## src/rtl/controle_jogo_matriz.sv

```systemverilog
// controle_jogo_matriz
// Game-sequencing control unit for the 8x8 LED-matrix puzzle.
// Conditions the raw start and puzzle buttons into one-cycle pulses. Forwards
// puzzle-button pulses to the matrix controller only while a level is being
// played. Counts moves against a per-level limit. Steps through the levels on
// the matrix completion flag, and ends the game in a win or a loss.
//
// Ports:
//   clk             system clock
//   rst             synchronous active-high reset
//   iniciar         raw start button (asynchronous)
//   botoes_brutos   raw puzzle buttons (asynchronous)
//   nivel_concluido level-complete flag from the matrix controller
//   botoes          one-cycle toggle pulses to the matrix controller
//   nivel           current level, 0..4
//   limpa_matriz    one-cycle matrix clear request
//   jogadas         moves made in the current level
//   jogando         high while the level is being played
//   vitoria         high after the last level is completed
//   derrota         high after the move limit ran out
module controle_jogo_matriz #(
    parameter int DEBOUNCE_CICLOS = 50000,
    parameter int ESPERA_CICLOS   = 25000000,
    parameter int MAX_JOGADAS     = 30
) (
    input  logic       clk,
    input  logic       rst,
    input  logic       iniciar,
    input  logic [7:0] botoes_brutos,
    input  logic       nivel_concluido,
    output logic [7:0] botoes,
    output logic [2:0] nivel,
    output logic       limpa_matriz,
    output logic [7:0] jogadas,
    output logic       jogando,
    output logic       vitoria,
    output logic       derrota
);
    localparam int PW = $clog2(DEBOUNCE_CICLOS);
    localparam int EW = (ESPERA_CICLOS > 1) ? $clog2(ESPERA_CICLOS) : 1;
    localparam logic [PW-1:0] PRESC_FIM  = PW'(DEBOUNCE_CICLOS - 1);
    localparam logic [EW-1:0] ESPERA_FIM = EW'(ESPERA_CICLOS - 1);
    localparam logic [7:0]    MAX_J      = 8'(MAX_JOGADAS);
    localparam logic [7:0]    ULTIMA     = 8'(MAX_JOGADAS - 1);

    typedef enum logic [2:0] {
        OCIOSO, LIMPA, PREPARA, JOGANDO, VERIFICA, CONCLUIDO, VITORIA, DERROTA
    } estado_t;

    // ---------------- input conditioning ----------------
    // Bit 8 carries the start button and bits 7:0 carry the puzzle buttons.
    logic [8:0]    sinc1, sinc2, amostra, estavel, estavel_novo, concorda, pulso;
    logic [PW-1:0] presc;
    logic          tick;

    assign tick     = (presc == PRESC_FIM);
    // A bit follows the sample only when it agrees with the previous sample.
    assign concorda     = ~(sinc2 ^ amostra);
    assign estavel_novo = (concorda & sinc2) | (~concorda & estavel);

    always_ff @(posedge clk) begin
        if (rst) begin
            sinc1   <= '0;
            sinc2   <= '0;
            presc   <= '0;
            amostra <= '0;
            estavel <= '0;
            pulso   <= '0;
        end else begin
            sinc1 <= {iniciar, botoes_brutos};
            sinc2 <= sinc1;
            presc <= tick ? '0 : presc + PW'(1);
            pulso <= '0;
            if (tick) begin
                amostra <= sinc2;
                estavel <= estavel_novo;
                pulso   <= estavel_novo & ~estavel;  // rising edges only
            end
        end
    end

    // ---------------- game FSM ----------------
    estado_t       estado, prox;
    logic          fase;    // second cycle of PREPARA / VERIFICA
    logic [EW-1:0] espera;  // cycles spent in CONCLUIDO

    always_ff @(posedge clk) begin
        if (rst) begin
            estado <= OCIOSO;
            fase   <= 1'b0;
            espera <= '0;
        end else begin
            estado <= prox;
            fase   <= (prox == estado) ? ~fase : 1'b0;
            espera <= (estado == CONCLUIDO && prox == CONCLUIDO) ? espera + EW'(1) : '0;
        end
    end

    always_comb begin
        prox = estado;
        case (estado)
            OCIOSO, VITORIA, DERROTA: if (pulso[8]) prox = LIMPA;
            LIMPA:    prox = PREPARA;
            // The matrix flag is still settling here, so it is not looked at.
            PREPARA:  if (fase) prox = JOGANDO;
            // Completion is tested first, so it wins over the limit-reaching move.
            JOGANDO: begin
                if (nivel_concluido)                     prox = CONCLUIDO;
                else if ((|botoes) && jogadas == ULTIMA) prox = VERIFICA;
            end
            VERIFICA: begin
                if (nivel_concluido) prox = CONCLUIDO;
                else if (fase)       prox = DERROTA;
            end
            CONCLUIDO: if (espera == ESPERA_FIM) prox = (nivel == 3'd4) ? VITORIA : LIMPA;
            default:  prox = OCIOSO;
        endcase
    end

    // ---------------- registered outputs ----------------
    logic [7:0] botoes_d, jogadas_d;
    logic [2:0] nivel_d;
    logic       limpa_d, jogando_d, vitoria_d, derrota_d;

    always_comb begin
        // A pulse is forwarded only if the FSM stays in play. Anything that
        // arrives while leaving JOGANDO is dropped.
        botoes_d = '0;
        if (estado == JOGANDO && prox == JOGANDO) botoes_d = pulso[7:0];
        nivel_d = nivel;
        if (prox == LIMPA) nivel_d = (estado == CONCLUIDO) ? nivel + 3'd1 : 3'd0;
        jogadas_d = jogadas;
        if (prox == LIMPA)                       jogadas_d = '0;
        else if ((|botoes) && jogadas != MAX_J)  jogadas_d = jogadas + 8'd1;
        limpa_d   = (prox == LIMPA);
        jogando_d = (prox == JOGANDO);
        vitoria_d = (prox == VITORIA);
        derrota_d = (prox == DERROTA);
    end

    always_ff @(posedge clk) begin
        if (rst) begin
            botoes       <= '0;
            nivel        <= '0;
            limpa_matriz <= 1'b0;
            jogadas      <= '0;
            jogando      <= 1'b0;
            vitoria      <= 1'b0;
            derrota      <= 1'b0;
        end else begin
            botoes       <= botoes_d;
            nivel        <= nivel_d;
            limpa_matriz <= limpa_d;
            jogadas      <= jogadas_d;
            jogando      <= jogando_d;
            vitoria      <= vitoria_d;
            derrota      <= derrota_d;
        end
    end
endmodule

```

## config.mk

```make
export PLATFORM = sky130hd
export DESIGN_NAME = controle_jogo_matriz
export DESIGN_NICKNAME = d
export VERILOG_FILES = /design/src/rtl/controle_jogo_matriz.sv
export SDC_FILE = /design/constraint.sdc
export NUM_CORES = 1
export LEC_CHECK = 0
export CAP_MARGIN = 40
export CELL_PAD_IN_SITES_DETAIL_PLACEMENT = 2
export CELL_PAD_IN_SITES_GLOBAL_PLACEMENT = 2
export CORE_ASPECT_RATIO = 0.8
export CORE_MARGIN = 3
export CORE_UTILIZATION = 30
export DETAILED_ROUTE_END_ITERATION = 10
export PLACE_DENSITY = 0.68
export SYNTH_ARGS = -nofsm -noshare
export SYNTH_HDL_FRONTEND = slang
export SYNTH_SLANG_ARGS = --single-unit
```

## constraint.sdc

```tcl
create_clock -name clk -period 4.2 [get_ports clk]
set_input_delay 1.05 -clock clk [delete_from_list [all_inputs] [get_ports clk]]
set_output_delay 1.05 -clock clk [all_outputs]
set_load 0.1 [all_outputs]
```

=== Word-level counts from Yosys, hierarchy flattened ===
Index checks and enable logic that the tools add are counted.

* Add/sub/neg operators: 4
* $mul: 0
* Divide/modulo/power cells: 0
* $lt $le $gt $ge: 0
* Equal/unequal tests: 18
* Shift-type cells: 0
* Multiplexer cells: 10
* Bitwise operators: 13
* Reductions and logical operators: 13

{| class="wikitable"
|+ Operators by type and width
! cell !! count
|-
| 9-bit bitwise AND || 3
|-
| 3-bit two-way mux || 9
|-
| 9-bit inverter || 3
|-
| 25-bit by 1-bit adder with 25-bit output, second input constant || 1
|-
| 25-bit == test, second input constant || 1
|-
| 3-bit == test, second input constant || 8
|-
| 3-bit one-hot mux with 6 select lines || 1
|-
| 16-bit by 1-bit adder with 16-bit output, second input constant || 1
|-
| 16-bit == test, second input constant || 1
|-
| 2-bit OR reduction || 6
|-
| 3-bit by 2-bit == test with 1-bit output, second input constant || 3
|-
| 9-bit OR || 1
|-
| 9-bit XOR || 1
|-
| 8-bit by 1-bit adder with 8-bit output, second input constant || 1
|-
| 8-bit by 5-bit == test with 1-bit output, second input constant || 1
|-
| 8-bit by 5-bit inequality test with 1-bit output, second input constant || 1
|-
| 8-bit OR reduction || 1
|-
| 3-bit by 1-bit == test with 1-bit output, second input constant || 2
|-
| 1-bit inverter || 5
|-
| 1-bit logical AND || 4
|-
| 3-bit by 1-bit adder with 3-bit output, second input constant || 1
|-
| 3-bit == test || 1
|-
| 3-bit logical NOT || 1
|-
| 3-bit OR reduction || 1
|}

* Register bits after elaboration: 113
* Latch bits: 0
* Memory bits (writable): 0
* ROM bits: 0
* Input port bits: 12
* Output and inout port bits: 23
* Logic and storage cells: 74
* Memories kept: 0

=== Depth between registers and ports, before layout ===
Gate-level depths: netlist (run 1).

* Depth after elaboration: 9
* Mapped depth: 9
* Gate-level depth less buffers: 9

=== Least setup slack after synthesis (run 1) ===
No wires, ideal clock.

* Path kind: register -> register
* From: reg nivel[1]
* To: reg nivel[0]
* Setup time: 71 ps
* Data arrival time: 2488 ps
* Data required time: 4129 ps
* Setup slack: 1641 ps
* Cell stages (with the launch flop): 10
* Path buffers: 0
* Clock period less this slack: 2559 ps
* Cells stage by stage: dfxtp_1 > inv_1 > ha_1 > nand2_1 > nand3b_1 > nor3_2 > o211a_4 > o21ai_2 > or4_1 > a21oi_1

* Longest elaborated chain between the ends: 5

{| class="wikitable"
|+ Ends and longest elaborated chain
! element !! line !! text
|-
| start: declaration || 32 || <nowiki>output logic [2:0] nivel,</nowiki>
|-
| start signal: assignment || 152 || <nowiki>nivel <= nivel_d;</nowiki>
|-
| 3-bit == test || 115 || <nowiki>CONCLUIDO: if (espera == ESPERA_FIM) prox = (nivel == 3'd4) ? VITORIA : LIMPA;</nowiki>
|-
| 3-bit two-way mux (2 in a row) || 115 ||
|-
| 3-bit one-hot mux with 6 select lines || 101 || <nowiki>case (estado)</nowiki>
|-
| 3-bit by 1-bit == test with 1-bit output || 131 || <nowiki>if (prox == LIMPA) nivel_d = (estado == CONCLUIDO) ? nivel + 3'd1 : 3'd0;</nowiki>
|}

Every way passes these cells.
A chain may end at the register's enable or synchronous reset.

=== Worst setup path in the final report (run 1) ===
* From: in nivel_concluido
* To: reg espera[5]

* Longest elaborated chain between the ends: 6
* Elaborated cells on any way between the ends: 7
* Classes of those cells: eq/ne (1); mux (3); bitwise (1); reduce/logical (2)

{| class="wikitable"
|+ Ends and longest elaborated chain
! element !! line !! text
|-
| start: declaration || 30 || <nowiki>input logic nivel_concluido,</nowiki>
|-
| 3-bit two-way mux (on tied branches) || 112, 108 ||
|-
| 3-bit one-hot mux with 6 select lines (*) || 101 ||
|-
| 3-bit == test (*) || 95 || <nowiki>espera <= (estado == CONCLUIDO && prox == CONCLUIDO) ? espera + EW'(1) : '0;</nowiki>
|-
| 1-bit logical AND (*) || 95 ||
|-
| 1-bit inverter (no line) (*) || -- ||
|-
| 2-bit OR reduction (no line) (*) || -- ||
|-
| end signal: assignment || 95 ||
|-
| end: declaration || 85 || <nowiki>logic [EW-1:0] espera;</nowiki>
|}

Every way passes the cells marked *; elsewhere a longest branch is shown, timed or not.

==> impl_metrics.csv, run 1 <==
group,metric,value,unit
synthesis,synth_top_family_by_area,"simple AND/OR/NAND/NOR gates",
timing,slew_viol_final,0,
synthesis,synth_top_area_share,48.7,%
global_route,grt_usage,14.7,%
clock_network,clock_latency,420,ps
clock_network,post_cts_buffers,0,
finish,nets,581,
synthesis,synth_cells,503,
global_route,grt_antenna_before_repair,0,
setup_path,end_kind,"flop",
timing,hold_viol_final,0,
synthesis,synth-main-ff-cell,"dfxtp_1",
timing,rsz0062_at_grt,"no",
detailed_routing,postRouteAntennaNets,0,
global_route,overflow,0,
synthesis,synth-async-reset-ratio,0,%
clock_network,cts_tree,"built",
placed_design,port_buffers,34,
power_and_ir_drop,power_frac_comb,8.9,%
setup_path,worstPathMaxFanout,25,
power_and_ir_drop,p_seq_share,37.5,%
power_and_ir_drop,irDropWorstVdd,0.000269,V
power_and_ir_drop,power_frac_clock,53.6,%
timing,whs,442,ps
clock_network,path_clk_slew,50,ps
setup_path,timing.rr.start,"estado[0]",
power_and_ir_drop,power.density,495,nW/µm²
detailed_routing,vias_per_cell,4.66,
synthesis,yosys_warnings,0,
synthesis,synth_cell_type_count,59,
synthesis,synth_fa_ha_area_share,1.89,%
detailed_routing,vias,3656,
setup_path,crit_start,"nivel_concluido",
finish,num-fill-cells,1597,
synthesis,synthesis.area,4640,µm²
finish,multi_input_area,2230,µm²
floorplan,num_rows,40,
setup_path,arrival,3100,ps
floorplan,start_util,30.8,%
setup_path,regToRegSetupSlack,1720,ps
global_route,grt_pass1_wl,19800,µm
setup_path,crit_family,"compound AO/OA/AOI/OAI gates",
setup_path,r2r_end,"nivel[1]",
clock_network,cts_hold_buf,0,
floorplan,die_area,17000,µm²
global_route,first_global_vias,3873,
setup_path,path_depth,7,
run_status,status,"finished, final reports clean",
synthesis,yosysSeqAreaShare,48.7,%
clock_network,cts_resized,0,
timing,max_freq,356,MHz
clock_network,clock_sinks,113,
power_and_ir_drop,p_int,2330,µW
synthesis,ys_top_cells_by_area,"dfxtp_1 (49%), xor2_1 (5.1%), nand2_1 (4.8%)",
synthesis,synth.top_cells.by_count,"dfxtp_1 (113), nand2_1 (59), nor2_1 (48)",
timing,tightest_slew,715,ps
clock_network,htree_levels,4,
setup_path,path_buf_inv,1,
setup_path,crit_chain,"clkdlybuf4s50_1, a31o_1, a22oi_2, nand2_1, a2111o_1, nand2_4, nor2_1",
clock_network,cts_root_buffer,"clkbuf_16",
synthesis,synthMuxAreaShare,0.243,%
clock_network,clockBufferDepth,2,
detailed_routing,wire_per_inst,14.9,µm
synthesis,ys_ff_latch,113,
floorplan,die_x,145,µm
min_path,hp-class,"flop to flop",
finish,drive_gt1_share,16.7,%
setup_path,cp.required,4490,ps
floorplan,fp.coreArea,15100,µm²
timing,post-route-period-util,66.9,%
floorplan,die_y,117,µm
synthesis,yosysTopAreaCell,"dfxtp_1",
finish,diodes,0,
timing,relSlewSlack,52.3,%
finish,regArea,2260,µm²
setup_path,r2r_cells,6,
finish,stdcell_count,785,
setup_path,critical_path.slowest_cell,"clkdlybuf4s50_1",
synthesis,synth.most_common_cell,"dfxtp_1",
power_and_ir_drop,swShare,23.7,%
synthesis,synthesis.nets,522,
placed_design,gp_congestion,0.723,
synthesis,synth_compound_area_share,9.62,%
clock_network,cts_made_buffers,17,
timing,tns,0,ps
floorplan,ios,35,
power_and_ir_drop,power_switching,723,µW
finish,area_growth,32.9,%
synthesis,synth-simple-area-share,27.8,%
synthesis,synth_xor_area_share,8.49,%
synthesis,synth_edf_count,0,
setup_path,slowest_delay,550,ps
detailed_routing,drc,0,
placed_design,dp_hpwl,8320,µm
detailed_routing,first_iter_violations,120,
detailed_routing,wirelength,11700,µm
detailed_routing,drtPass1Iterations,4,
global_route,grt_max_degree,34,
job,maxCapViolCount,0,
setup_path,crit_type,"primary input to flop",
power_and_ir_drop,leakage,0.00229,µW
timing,fin_skew,7.99,ps
setup_path,endpoint,"espera[5]",
setup_path,start_kind,"primary input",
synthesis,syn_avg_cell_area,9.23,µm²
timing,min_period,2810,ps
timing,setup_viol,0,
placed_design,dp.cells,753,
## layout make-up
| class | count | area share (%) |
|---|---|---|
| well taps | 210 | 4.26 |
| repair buffers | 58 | 11.4 |
| multi-input cells | 362 | 36.1 |
| clock buffers | 19 | 7.18 |
| flip-flops and latches | 113 | 36.7 |
| inverters | 10 | 0.609 |
| clock inverters | 13 | 3.79 |
## metrics by stage
step / util, % / instance area, µm² / total power, µW / setup slack [ps]
floorplan: - / 4640 / 1350 / 1640
global placement: 34.1 / 5130 / 1420 / 1020
detailed placement: 36.5 / 5490 / 1440 / 975
CTS: 40.9 / 6170 / 3100 / 1400
global route: 40.9 / 6170 / 3190 / 1290
finish: 40.9 / 6170 / 3060 / 1390
## metal layers
metal,wire length [µm],share of wire (%),vias to the layer above,global-route usage (%)
li1,-,-,1816,-
met1,5770,49,1784,19.1
met2,5440,46,44,23.1
met3,382,3.3,12,5.12
met4,123,1.1,0,5.00
met5,0,0,-,0
## cells by family after synthesis
| kind of cell | after synthesis |
|---|---|
| AOI/OAI and AO/OA | 65 |
| xor gates and xnor gates | 45 |
| adders and majority gates | 7 |
| buffers and inverters | 28 |
| DFF | 113 |
| muxes | 1 |
| and+or+nand+nor | 244 |
## sequential cells by signal (all words and copies together) (netlist names), 8 cells and up
name	count
espera	25
estavel	9
sinc1	9
botoes	8
jogadas	8
sinc2	9
pulso	9
presc	16
amostra	9
## how the worst min path moves through the flow
| stage | slack, ps | endpoint | startpoint | depth (start not counted) |
|---|---|---|---|---|
| 2_1_floorplan | 410 | sinc2[0] | sinc1[0] | 1 |
| 3_3_place_gp | 420 | sinc2[8] | sinc1[8] | 1 |
| 3_5_place_dp | 440 | sinc2[8] | sinc1[8] | 1 |
| 4_1_cts | 450 | pulso[1] | estavel[1] | 1 |
| 5_1_grt | 450 | sinc2[6] | sinc1[6] | 1 |
| 6_report | 440 | pulso[1] | estavel[1] | 1 |
## layout by cell type (no fill, tap or decap), drive strengths merged, types with 18 or more instances in the layout
cell type	netlist	layout
dfxtp	113	113
nor2	68	68
nand2	60	60
clkdlybuf4s50	0	33
xor2	27	27
and3	25	25
a21oi	25	25
buf	8	25
nand3	22	22
nor2b	20	20
nor3	19	19
clkbuf	10	19
xnor2	18	18
## power groups by stage
stage                     clock network (µW)  registers [µW]  logic [µW]
after floorplan                            0            1170         189
after global placement                     0            1170         252
after detailed placement                   0            1170         274
after CTS                               1680            1140         278
after global routing                    1730            1150         305
final                                   1640            1150         273
Note: power is estimated with default switching activity, not from simulation.
==> inputs of run 2 (changes only) <==
- PLACE_DENSITY: 0.68 -> 0.7
- clock period: 4.2 -> 2.55 ns (I/O delays scaled with it)
==> impl_metrics.csv, run 2 (synthesis results as in run 1) <==
group,metric,value,unit
run_status,status,"finished, final reports clean",
clock_network,cts_resized,0,
finish,final_area,5770,µm²
finish,largest_reg_flops,25,
clock_network,clock_latency,420,ps
timing,max_freq,446,MHz
placed_design,placed_cell_area,5170,µm²
detailed_routing,wirelength,12000,µm
clock_network,cts_tree,"built",
timing,relSlewSlack,56.5,%
finish,reg_top3,"espera x25, presc x16",
power_and_ir_drop,irDropWorstVdd,0.000452,V
floorplan,fp.coreArea,15100,µm²
global_route,busiest_layer,"met2",
power_and_ir_drop,leakage,0.00220,µW
clock_network,cts_root_buffer,"clkbuf_16",
global_route,grt_pass1_wl,20500,µm
finish,drive_gt1_share,19.0,%
floorplan,num_rows,40,
clock_network,cts_hold_buf,0,
finish,final_common_cell,"dfxtp_1",
power_and_ir_drop,power.density,824,nW/µm²
setup_path,arrival,2510,ps
timing,min_period,2240,ps
clock_network,clock_sinks,113,
setup_path,crit_family,"simple AND/OR/NAND/NOR gates",
setup_path,path_buf_inv,0,
job,maxCapViolCount,0,
setup_path,critical_path.slowest_cell,"o21bai_2",
setup_path,crit_chain,"ha_1, and4_1, nand2_1, nor3_2, o211a_4, o21ai_2, o21bai_2, nor2_1",
global_route,overflow,0,
setup_path,worstPathMaxFanout,10,
power_and_ir_drop,p_int,3580,µW
timing,slew_viol_final,0,
placed_design,port_buffers,34,
floorplan,start_util,30.8,%
clock_network,post_cts_buffers,0,
floorplan,die_x,145,µm
finish,area_growth,24.4,%
detailed_routing,drc,0,
finish,utilization,38.3,%
finish,final_cell_mix,"dfxtp_1 (111), nand2_1 (59), nor2_1 (48)",
timing,post-route-period-util,87.9,%
timing,rsz0062_at_grt,"no",
power_and_ir_drop,power_frac_clock,50.7,%
setup_path,start_kind,"flop",
setup_path,slowest_delay,410,ps
detailed_routing,vias_per_cell,4.71,
detailed_routing,wire_per_inst,15.5,µm
setup_path,end_kind,"flop",
detailed_routing,first_iter_violations,93,
power_and_ir_drop,finalPower,4760,µW
global_route,met1_usage,18.7,%
setup_path,crit_type,"flop to flop",
global_route,grt_usage,15.2,%
placed_design,dp_hpwl,8300,µm
global_route,grt_max_degree,32,
detailed_routing,drtPass1Iterations,4,
power_and_ir_drop,power_switching,1180,µW
min_path,hp-class,"flop to flop",
timing,tightest_slew,652,ps
clock_network,htree_levels,4,
global_route,met3_usage,3.70,%
power_and_ir_drop,p_seq_share,39.1,%
timing,fin_skew,5.30,ps
timing,setup_viol,0,
power_and_ir_drop,power_frac_comb,10.2,%
detailed_routing,postRouteAntennaNets,0,
clock_network,clockBufferDepth,2,
power_and_ir_drop,swShare,24.9,%
setup_path,cp.required,2820,ps
clock_network,cts_made_buffers,17,
global_route,first_global_vias,4021,
finish,nets,569,
global_route,use_met2,25.7,%
floorplan,die_y,117,µm
placed_design,gp_congestion,0.789,
clock_network,path_clk_slew,50,ps
finish,regMostFlops,"espera",
global_route,grt_antenna_before_repair,0,
floorplan,ios,35,
timing,hold_viol_final,0,
floorplan,die_area,17000,µm²
detailed_routing,vias,3643,
[run 2: final cells by class]
cell class,count,area [µm²]
Clock inverter,10,134
Timing Repair Buffer,46,380
Sequential cell,113,2260
Multi-Input combinational cell,362,2230
Antenna cell,1,2.50
Tap cell,210,263
Inverter,10,37.5
Fill cell,1665,9290
Clock buffer,22,464
[run 2: layer usage]
metal,wire (µm),up-vias
met5,0,-
met4,191,0
met3,268,16
met2,5800,32
met1,5740,1802
li1,-,1793
[run 2: power groups by stage]
stage	Clock (µW)	Sequential, µW	Combinational (µW)
6_report	2410	1860	488
5_1_grt	2560	1870	529
4_1_cts	2480	1860	494
3_5_place_dp	0	1900	490
3_3_place_gp	0	1890	475
2_1_floorplan	0	1920	311
[run 2: worst paths after layout]
check / start / to / slack [ps] / cells after the start
max: espera[0] / jogadas[5] / 310 / 8
max reg2reg: espera[0] / jogadas[5] / 310 / 8
min reg2reg: sinc1[0] / sinc2[0] / 440 / 1
min: sinc1[0] / sinc2[0] / 440 / 1
[run 2: worst reg2reg max path, delay by kind of cell (launching register included)]
family,cells,cell delay (ps)
adders and majority gates,1,220
AOI/OAI and AO/OA,3,720
and+or+nand+nor,4,780
DFF,1,360
[run 2: through the flow]
step                      setup WS (ps)  cells  hold WS [ps]  setup TNS (ps)
final                               308    774           443               0
after global routing                107    773           470               0
after CTS                           259    773           449               0
after detailed placement          -44.2    741           436            -169
after global placement             61.7    741           422               0
after floorplan                    8.61    503           414               0
==> inputs of run 3 (changes only) <==
- PLACE_DENSITY: 0.7 -> not set
- PLACE_DENSITY_LB_ADDON: not set -> 0.1
==> impl_metrics.csv, run 3 (synthesis results as in run 1) <==
group,metric,value,unit
run_status,status,"finished, final reports clean",
power_and_ir_drop,irDropWorstVdd,0.000466,V
power_and_ir_drop,swShare,25.1,%
placed_design,gp_congestion,0.785,
setup_path,crit_start,"espera[0]",
finish,largest_reg_flops,25,
finish,diodes,0,
global_route,first_global_vias,3935,
clock_network,clockBufferDepth,2,
finish,final_common_cell,"dfxtp_1",
detailed_routing,vias_per_cell,4.71,
clock_network,path_clk_slew,50,ps
floorplan,die_y,117,µm
detailed_routing,wirelength,11500,µm
clock_network,cts_resized,0,
setup_path,cp.required,2830,ps
timing,fin_skew,10.2,ps
power_and_ir_drop,power.density,828,nW/µm²
clock_network,cts_made_buffers,17,
floorplan,die_area,17000,µm²
timing,slew_viol_final,0,
global_route,grt_antenna_before_repair,0,
global_route,grt_max_degree,34,
setup_path,critical_path.slowest_cell,"o21bai_2",
timing,whs,441,ps
clock_network,cts_hold_buf,0,
timing,relSlewSlack,58.4,%
setup_path,arrival,2540,ps
clock_network,clock_latency,410,ps
clock_network,post_cts_buffers,0,
finish,stdcell_count,774,
min_path,hp-class,"flop to flop",
clock_network,cts_root_buffer,"clkbuf_16",
setup_path,worstPathMaxFanout,10,
global_route,overflow,0,
detailed_routing,drc,0,
power_and_ir_drop,power_switching,1210,µW
setup_path,end_kind,"flop",
timing,rsz0062_at_grt,"no",
finish,area_growth,25.4,%
detailed_routing,vias,3644,
clock_network,clock_sinks,113,
timing,tightest_slew,624,ps
timing,setup_viol,0,
floorplan,die_x,145,µm
setup_path,timing.rr.start,"espera[0]",
power_and_ir_drop,power_frac_comb,10.6,%
placed_design,dp.cells,742,
timing,max_freq,443,MHz
power_and_ir_drop,power_frac_clock,50.8,%
finish,utilization,38.6,%
power_and_ir_drop,p_int,3610,µW
job,maxCapViolCount,0,
setup_path,crit_family,"compound AO/OA/AOI/OAI gates",
global_route,grt_usage,14.5,%
power_and_ir_drop,leakage,0.00222,µW
clock_network,htree_levels,4,
floorplan,ios,35,
setup_path,start_kind,"flop",
setup_path,crit_chain,"ha_1, and4_1, nand2_1, nor3_2, o211a_4, o21ai_2, o21bai_2, o21ai_1",
placed_design,dp_hpwl,8100,µm
setup_path,path_buf_inv,0,
detailed_routing,wire_per_inst,14.9,µm
timing,hold_viol_final,0,
placed_design,port_buffers,34,
detailed_routing,first_iter_violations,67,
setup_path,crit_type,"flop to flop",
finish,reg_top3,"espera x25, presc x16",
global_route,grt_pass1_wl,19600,µm
floorplan,start_util,30.8,%
clock_network,cts_tree,"built",
min_path,holdCritStartpoint,"sinc1[5]",
finish,final_cell_mix,"dfxtp_1 (111), nand2_1 (59), nor2_1 (48)",
setup_path,slowest_delay,400,ps
timing,min_period,2260,ps
finish,nets,570,
finish,drive_gt1_share,19.5,%
finish,regMostFlops,"espera",
detailed_routing,drtPass1Iterations,4,
detailed_routing,postRouteAntennaNets,0,
power_and_ir_drop,p_seq_share,38.6,%
floorplan,fp.coreArea,15100,µm²
timing,post-route-period-util,88.5,%
floorplan,num_rows,40,
timing,tns,0,ps
==> run 3: path summary, 6_finish.rpt <==
path / cells after the start / slack [ps] / end
setup / recovery: 8 / 290 / nivel[1]
hold / removal: 1 / 440 / sinc2[5]
setup reg to reg: 8 / 290 / nivel[1]
hold reg to reg: 1 / 440 / sinc2[5]
==> run 3: per-layer routing <==
| layer | GRT usage [%] | up-vias | wire length [µm] |
|---|---|---|---|
| met3 | 4.04 | 14 | 299 |
| met2 | 25.4 | 32 | 5570 |
| met5 | 0 | - | 0 |
| met1 | 17.1 | 1807 | 5480 |
| met4 | 5.88 | 0 | 164 |
| li1 | - | 1791 | - |
==> run 3: worst register-to-register path, cell delays in order (launching register included) <==
cell	delay (ps)
dfxtp_1	370
ha_1	220
and4_1	240
nand2_1	120
nor3_2	340
o211a_4	240
o21ai_2	90
o21bai_2	400
o21ai_1	110
==> run 3: power by group through the flow <==
stage	Combinational [µW]	Sequential (µW)	Clock, µW
CTS	518	1860	2530
detailed placement	514	1900	0
global placement	504	1890	0
finish	511	1860	2450
global route	566	1870	2620
floorplan	311	1920	0
==> run 3: final cells by class <==
type,instances,area [µm²]
clock buffer,20,457
clock inverter,12,158
fill,1623,9240
inverter,10,37.5
multi-input combinational,362,2230
sequential,113,2260
tap,210,263
timing repair buffer,47,413
==> run 3: stage by stage <==
stage	instance area (µm²)	power, µW	worst slack [ps]
final	5820	4820	293
after global routing	5820	5050	81.5
after CTS	5820	4900	229
after detailed placement	5210	2410	-25.9
after global placement	5210	2400	43.6
after floorplan	4640	2230	8.61
